===== src/rtl/load_store_unit.sv =====
// Load/store unit: sequences CPU byte/halfword/word accesses onto a
// word-wide data memory. Sub-word stores do a read-modify-write.
// Optional build macro: LSU_MISALIGN_TRAP_EN (misaligned accesses fault).
module load_store_unit (
    input  logic        clk,
    input  logic        rst_n,
    input  logic        req_valid,
    output logic        req_ready,
    input  logic        req_we,
    input  logic [1:0]  req_size,
    input  logic        req_unsigned,
    input  logic [31:0] req_addr,
    input  logic [31:0] req_wdata,
    output logic        resp_valid,
    output logic [31:0] resp_rdata,
    output logic        resp_fault,
    output logic        mem_read,
    output logic        mem_write,
    output logic [31:0] mem_addr,
    output logic [31:0] mem_wdata,
    input  logic [31:0] mem_rdata
);

    typedef enum logic [1:0] {IDLE, RD, WR, RESP} state_t;

    state_t      state, next_state;
    logic        we_q, uns_q, fault_q;
    logic [1:0]  size_q;
    logic [31:0] addr_q, wdata_q, old_q, rdata_q;
    logic        accept, misalign, fault_req;
    logic [31:0] byte_sh, half_sh, load_data, merged;

    assign accept = req_valid && (state == IDLE);

`ifdef LSU_MISALIGN_TRAP_EN
    assign misalign = ((req_size == 2'b01) && req_addr[0]) ||
                      ((req_size == 2'b10) && (req_addr[1:0] != 2'b00));
`else
    assign misalign = 1'b0;
`endif

    assign fault_req = (req_size == 2'b11) || misalign;

    // State register, request capture and read-data / old-word capture
    always_ff @(posedge clk) begin
        if (!rst_n) begin
            state   <= IDLE;
            we_q    <= 1'b0;
            uns_q   <= 1'b0;
            fault_q <= 1'b0;
            size_q  <= '0;
            addr_q  <= '0;
            wdata_q <= '0;
            old_q   <= '0;
            rdata_q <= '0;
        end else begin
            state <= next_state;
            if (accept) begin
                we_q    <= req_we;
                uns_q   <= req_unsigned;
                size_q  <= req_size;
                addr_q  <= req_addr;
                wdata_q <= req_wdata;
                fault_q <= fault_req;
                rdata_q <= '0;
            end
            if (state == RD) begin
                if (we_q) old_q   <= mem_rdata;
                else      rdata_q <= load_data;
            end
        end
    end

    // Next-state logic, lane extraction/merge and memory/response outputs
    always_comb begin
        next_state = state;
        req_ready  = 1'b0;
        resp_valid = 1'b0;
        resp_fault = 1'b0;
        resp_rdata = '0;
        mem_read   = 1'b0;
        mem_write  = 1'b0;
        mem_addr   = '0;
        mem_wdata  = '0;

        byte_sh = mem_rdata >> {addr_q[1:0], 3'b000};
        half_sh = mem_rdata >> {addr_q[1], 4'b0000};
        case (size_q)
            2'b00:   load_data = uns_q ? {24'b0, byte_sh[7:0]}
                                       : {{24{byte_sh[7]}}, byte_sh[7:0]};
            2'b01:   load_data = uns_q ? {16'b0, half_sh[15:0]}
                                       : {{16{half_sh[15]}}, half_sh[15:0]};
            default: load_data = mem_rdata;
        endcase

        merged = old_q;
        case (size_q)
            2'b00:   merged[{addr_q[1:0], 3'b000} +: 8]  = wdata_q[7:0];
            2'b01:   merged[{addr_q[1], 4'b0000} +: 16] = wdata_q[15:0];
            default: merged = wdata_q;
        endcase

        case (state)
            IDLE: begin
                req_ready = 1'b1;
                if (req_valid) begin
                    if (fault_req)                      next_state = RESP;
                    else if (req_we && req_size == 2'b10) next_state = WR;
                    else                                next_state = RD;
                end
            end
            RD: begin
                mem_read   = 1'b1;
                mem_addr   = {addr_q[31:2], 2'b00};
                next_state = we_q ? WR : RESP;
            end
            WR: begin
                mem_write  = 1'b1;
                mem_addr   = {addr_q[31:2], 2'b00};
                mem_wdata  = merged;
                next_state = RESP;
            end
            default: begin
                resp_valid = 1'b1;
                resp_fault = fault_q;
                resp_rdata = rdata_q;
                next_state = IDLE;
            end
        endcase
    end

endmodule


===== config.mk =====
export PLATFORM = sky130hd
export DESIGN_NAME = load_store_unit
export DESIGN_NICKNAME = d
export VERILOG_FILES = /design/src/rtl/load_store_unit.sv
export SDC_FILE = /design/constraint.sdc
export NUM_CORES = 1
export LEC_CHECK = 0
export ABC_AREA = 1
export CAP_MARGIN = 40
export CORE_MARGIN = 5
export CORE_UTILIZATION = 30
export DETAILED_ROUTE_END_ITERATION = 6
export GPL_TIMING_DRIVEN = 0
export PLACE_DENSITY = 0.59
export SLEW_MARGIN = 20
export SYNTH_ARGS = -nofsm -noshare
export SYNTH_HDL_FRONTEND = slang
export SYNTH_SLANG_ARGS = --single-unit

===== constraint.sdc =====
create_clock -name clk -period 1.95 [get_ports clk]
set_input_delay 0.195 -clock clk [delete_from_list [all_inputs] [get_ports clk]]
set_output_delay 0.195 -clock clk [all_outputs]
set_load 0.05 [all_outputs]

---- Yosys cells after proc, flatten, opt, wreduce, memory -nomap -nowiden ----
Cells that the tools add are included.
word-level totals
  register bits after elaboration ......... 135
  bits in latches ......................... 0
  memory bits (writable) .................. 0
  memory bits (read-only) ................. 0
  input bits .............................. 103
  output and inout bits ................... 101
  word-level logic and storage cells ...... 52
  memories ................................ 0
cells by class
  $add $sub $neg .......................... 2
  $mul .................................... 0
  divide/modulo/power cells ............... 0
  magnitude comparators ................... 0
  equality and inequality tests ........... 6
  shifts and indexed selects .............. 6
  mux-type cells .......................... 22
  bitwise operators ....................... 0
  reduce and logical (&&, ||, !) cells .... 7
operator list
  kind                       count
  $mux W32                   8
  $pmux W32 S2               2
  $bwmux W32                 2
  $shift A16 B7 Y32 const A  1
  $shift A8 B7 Y32 const A   1
  $shiftx A16 B7 Y32         1
  $shiftx A8 B7 Y32          1
  $shr A32 B5 Y16            1
  $shr A32 B5 Y8             1
  $neg A5 Y7                 2
  $eq A2 B2 Y1 const B       3
  $mux W1                    6
  $mux W2                    3
  $pmux W2 S3                1
  $eq A2 B1 Y1 const B       2
  $logic_not A2 Y1           2
  $reduce_or A3 Y1           1
  $logic_and A1 B1 Y1        2
  $ne A2 B2 Y1 const B       1
  $reduce_and A2 Y1          1
  $reduce_or A2 Y1           1

---- Longest topological paths before layout ----
  depth in word-level cells ............... 6
  mapped depth ............................ 11
  gate-level depth less buffers ........... 9

---- Least setup slack after synthesis ----
No wires, ideal clock.
  kind .................................... register to output
  start point ............................. register addr_q[1]
  end point ............................... output port mem_wdata[16]
  arrival ................................. 2.406 ns
  data required time ...................... 1.755 ns
  slack ................................... -0.651 ns
  stages on the path, launching flop included .. 12
  path buffers ............................ 3
  cell sequence ........................... dfxtp_1 buf_4 inv_2 buf_6 buf_2 ha_1 inv_1 nor2_1 nand3_1 o22ai_1 nand2_1 a21oi_1
on the way
  cells in the longest elaborated chain, start to end .. 5
  elaborated cells between the ends (all ways) .. 10
  those cells by class .................... add/sub (2); shift (4); mux (4)
ends and longest elaborated chain
  element                                           RTL line  RTL
  start: declaration                                29        logic [31:0] addr_q, wdata_q, old_q, rdata_q;
  start signal: assignment                          62        addr_q <= req_addr;
  $neg A5 Y7, on equally long branches              99, 98
  $shiftx A16 B7 Y32, or another cell as far along  99        2'b01: merged[{addr_q[1], 4'b0000} +: 16] = wdata_q[15:0];
  $bwmux W32, on equally long branches              99, 98
  $pmux W32 S2 *                                    97        case (size_q)
  $mux W32 *                                        103       case (state)
  end: declaration                                  20        output logic [31:0] mem_wdata,
Mark *: on every way between the ends. The rest lies on a longest branch, timed or not.

---- Final worst setup path ----
  start point ............................. register addr_q[1]
  end point ............................... output port mem_wdata[10]
Same word-level chain as after synthesis.

==> run metrics <==
Peak supply drop=462.3 uV; nature of the critical path startpoint=flop; setup repair after global routing missed its margin=true; DRC violations left=0; top_reg_cell synth=dfxtp_1; vias in the first global route=7,726; boundary pin count=204; Final Hold Slack=0.3693 ns; most frequent standard cell in the layout excluding fill and tap cells=nand2_1; Leakage Power=about 5 nW; data required time of the critical path=1.75 ns; routed length per placed instance=about 17 um; initial antenna violation count=0; total number of vias=~8,100; number of design-rule violations left by the first detailed-router iteration=about 570; count of maximum capacitance violations=0; floorplan die area=0.02740 sq mm; status=complete, but fails checks; number of max-slew violations in the final report=0; die height=around 170 um; worst stage delay on the critical path=approximately 0.35 ns; Clock Skew=0.008131 ns; global-route usage over all layers=21.06%; launch instance of the worst register-to-register path=state[1]$_SDFFE_PN0P_; share of layout cells above drive strength 1=24.71%; critical setup path kind=flop to primary output; fraction of the yosys area taken by sequential cells=37.24%; Hold Crit Start=rst_n; async set-or-reset flop fraction in the synthesized netlist=0%; pin count of the biggest net entering global routing=17; relative slew slack=59.74%; flop and latch count out of synthesis=135; standard cell core area=0.02403 sq mm; final critical delay including setup and external delays=2.414 ns; clock buffer count from CTS=17; final design instance area without fill=around 0.011 sq mm; post-synthesis instance area=0.007257 sq mm; Skew-Pair Late Insertion Delay=0.42 ns; ordered list of cells on the worst path=buf_6 -> inv_8 -> buf_12 -> ha_4 -> inv_4 -> nor2_4 -> nand2_4 -> o22ai_2 -> nand2_2 -> a21oi_4 -> buf_6; TritonCTS clock tree=done; worst-case clock buffer depth=2; Post-Synthesis Mean Instance Area=between 6 and 7 sq um; start point of the critical path=addr_q[1]$_SDFFE_PN0P_; total number of yosys warnings=0; total of endpoints with negative setup slack in the final report=32; depth of the CTS H-tree=4; Final Routed Wirelength=29.37 mm; Critical Path Sink Type=primary output; Crit-path slowest cell=dfxtp_4; gr ovfl total=0; Post-synth EDFFs=0; maximum fanout encountered on the critical timing path=8; routed via count divided by cell count=a little under 5; Reg clk slew, reported paths=0.06 ns; area growth from synthesis to layout=55.50%; violated checks=negative setup slack; die boundary width=165.5 um; number of sinks driven by the clock tree=about 140; total half-perimeter wirelength after legalization and detailed placement=22.30 mm; count of different cell masters after synthesis=34; starting utilization of the core area=30.19%; share of the cycle needed by the critical path after routing=123.8%; final critical-path setup slack=-0.4639 ns; Total Nets Final=1,455; data arrival time of the worst path=between 2 and 2.5 ns; FILL cells=about 2,400; Cell Pwr Density=1260 mW/mm^2; hold-fix buffer count after cts=0; root buffer cell=clkbuf_16; antenna cells=0; most frequent cells in the layout=226 x nand2_1, 131 x dfxtp_1, 130 x a21oi_1, 124 x inv_1, 115 x nor2_1; first-pass GRT wire length=44.00 mm; Hold Vio Cnt, Final=0; actual slew at the worst max-slew pin=approximately 0.6 ns; placement-stage cell area=a little over 0.01 sq mm; number of standard-cell rows in the floorplan=57; gate count after technology mapping=1,106; number of buffers added on ports=200; final weighted congestion of routability-driven global placement=between 0.9 and 1; maximum clock frequency=around 410 MHz; Antenna Nets Post-Route=0; Worst Hold Class=input port to flop; Worst path most repeated cell=buf_6; 1st-pass router iterations=5
[layer usage]
| metal | track usage [%] | up-vias | part of all wire [%] |
|---|---|---|---|
| met4 | 7.199 | 0 | 2.6 |
| met5 | 0 | - | 0 |
| li1 | - | 4045 | - |
| met1 | 28.44 | 3747 | 45 |
| met3 | 4.542 | 46 | 6.4 |
| met2 | 33.39 | 262 | 46 |
[where the power goes]
group | switching, mW | internal [mW] | total, mW
clock | 1.26 | 2.15 | 3.41
combinational | 4.46 | 2.38 | 6.84
sequential | 0.501 | 3.46 | 3.96
[repair_timing]
item                       in CTS  in global routing
pin swaps                      23                  8
buffers inserted               17                  1
setup endpoints to repair     123                144
resized for setup             708                 55
cloned                          1                  0
[cell families after synthesis]
logic type / after synthesis / synth area share [%]
simple gates: 403 / 22.67
flops: 135 / 37.24
compound gates: 343 / 26.03
other cells: 1 / 0.05167
buf+inv: 215 / 12.45
fa+ha+maj: 9 / 1.552
[flip-flops by register name (all words and copies together), names as in the netlist]
| register | count |
|---|---|
| wdata_q | 32 |
| addr_q | 32 |
| we_q | 1 |
| uns_q | 1 |
| state | 2 |
| old_q | 32 |
| fault_q | 1 |
| rdata_q | 32 |
| size_q | 2 |
[area by class of cell]
type / instances / area, sq um / share of cell area (%)
plain buffers: 77 / 505.5 / 4.479
clock buffers: 21 / 480.5 / 4.258
clock inverters: 11 / 145.1 / 1.286
inverters: 136 / 545.5 / 4.834
multi-input cells: 757 / 4370 / 38.73
flip-flops and latches: 135 / 2710 / 24.02
well taps: 324 / 405.4 / 3.592
repair buffers: 219 / 2122 / 18.80
[worst max-delay path: cells and delay by family, from the launching register on]
family	cells	cell delay, ns
AOI/OAI and AO/OA	2	0.33
adders and majority gates	1	0.27
buffers and inverters	5	0.50
DFF	1	0.35
and+or+nand+nor	3	0.34
[through the flow]
step | cells | setup TNS (ns) | utilization, % | worst slack [ns] | power (mW)
after floorplan | 1107 | -1.137 | - | -0.1013 | 8.081
after global placement | 1631 | -61.87 | 41.82 | -0.9752 | 9.972
after detailed placement | 1631 | -62.19 | 41.82 | -0.9682 | 10.03
after CTS | 1679 | -12.28 | 46.26 | -0.4739 | 14.06
after global routing | 1680 | -15.65 | 46.95 | -0.5582 | 15.03
final | 1680 | -12.92 | 46.95 | -0.4639 | 14.22
[worst paths after layout]
kind,to,slack (ns),depth (start not counted)
hold / removal,rdata_q[19]$_SDFF_PN0_,0.37,4
setup / recovery,mem_wdata[10],-0.46,11
setup reg to reg,rdata_q[7]$_SDFF_PN0_,0.14,9
hold reg to reg,addr_q[4]$_SDFFE_PN0P_,0.48,2
[cell usage after synthesis (all sizes together), types with 2 or more instances]
master  number  share of area (%)
a21boi      16                2.2
nor2       120                6.7
a22oi        8               0.83
clkbuf      47                2.4
clkinv       2               0.10
nand3       20                1.6
ha           9                1.6
nand4        9               0.78
nand2      252                 13
o211a        8                1.1
buf         32                2.9
o21ai      126                8.7
o22ai       24                2.1
a21oi      159                 11
nor3         2               0.29
dfxtp      135                 37
inv        134                7.0
(Power assumes the default switching activity.)
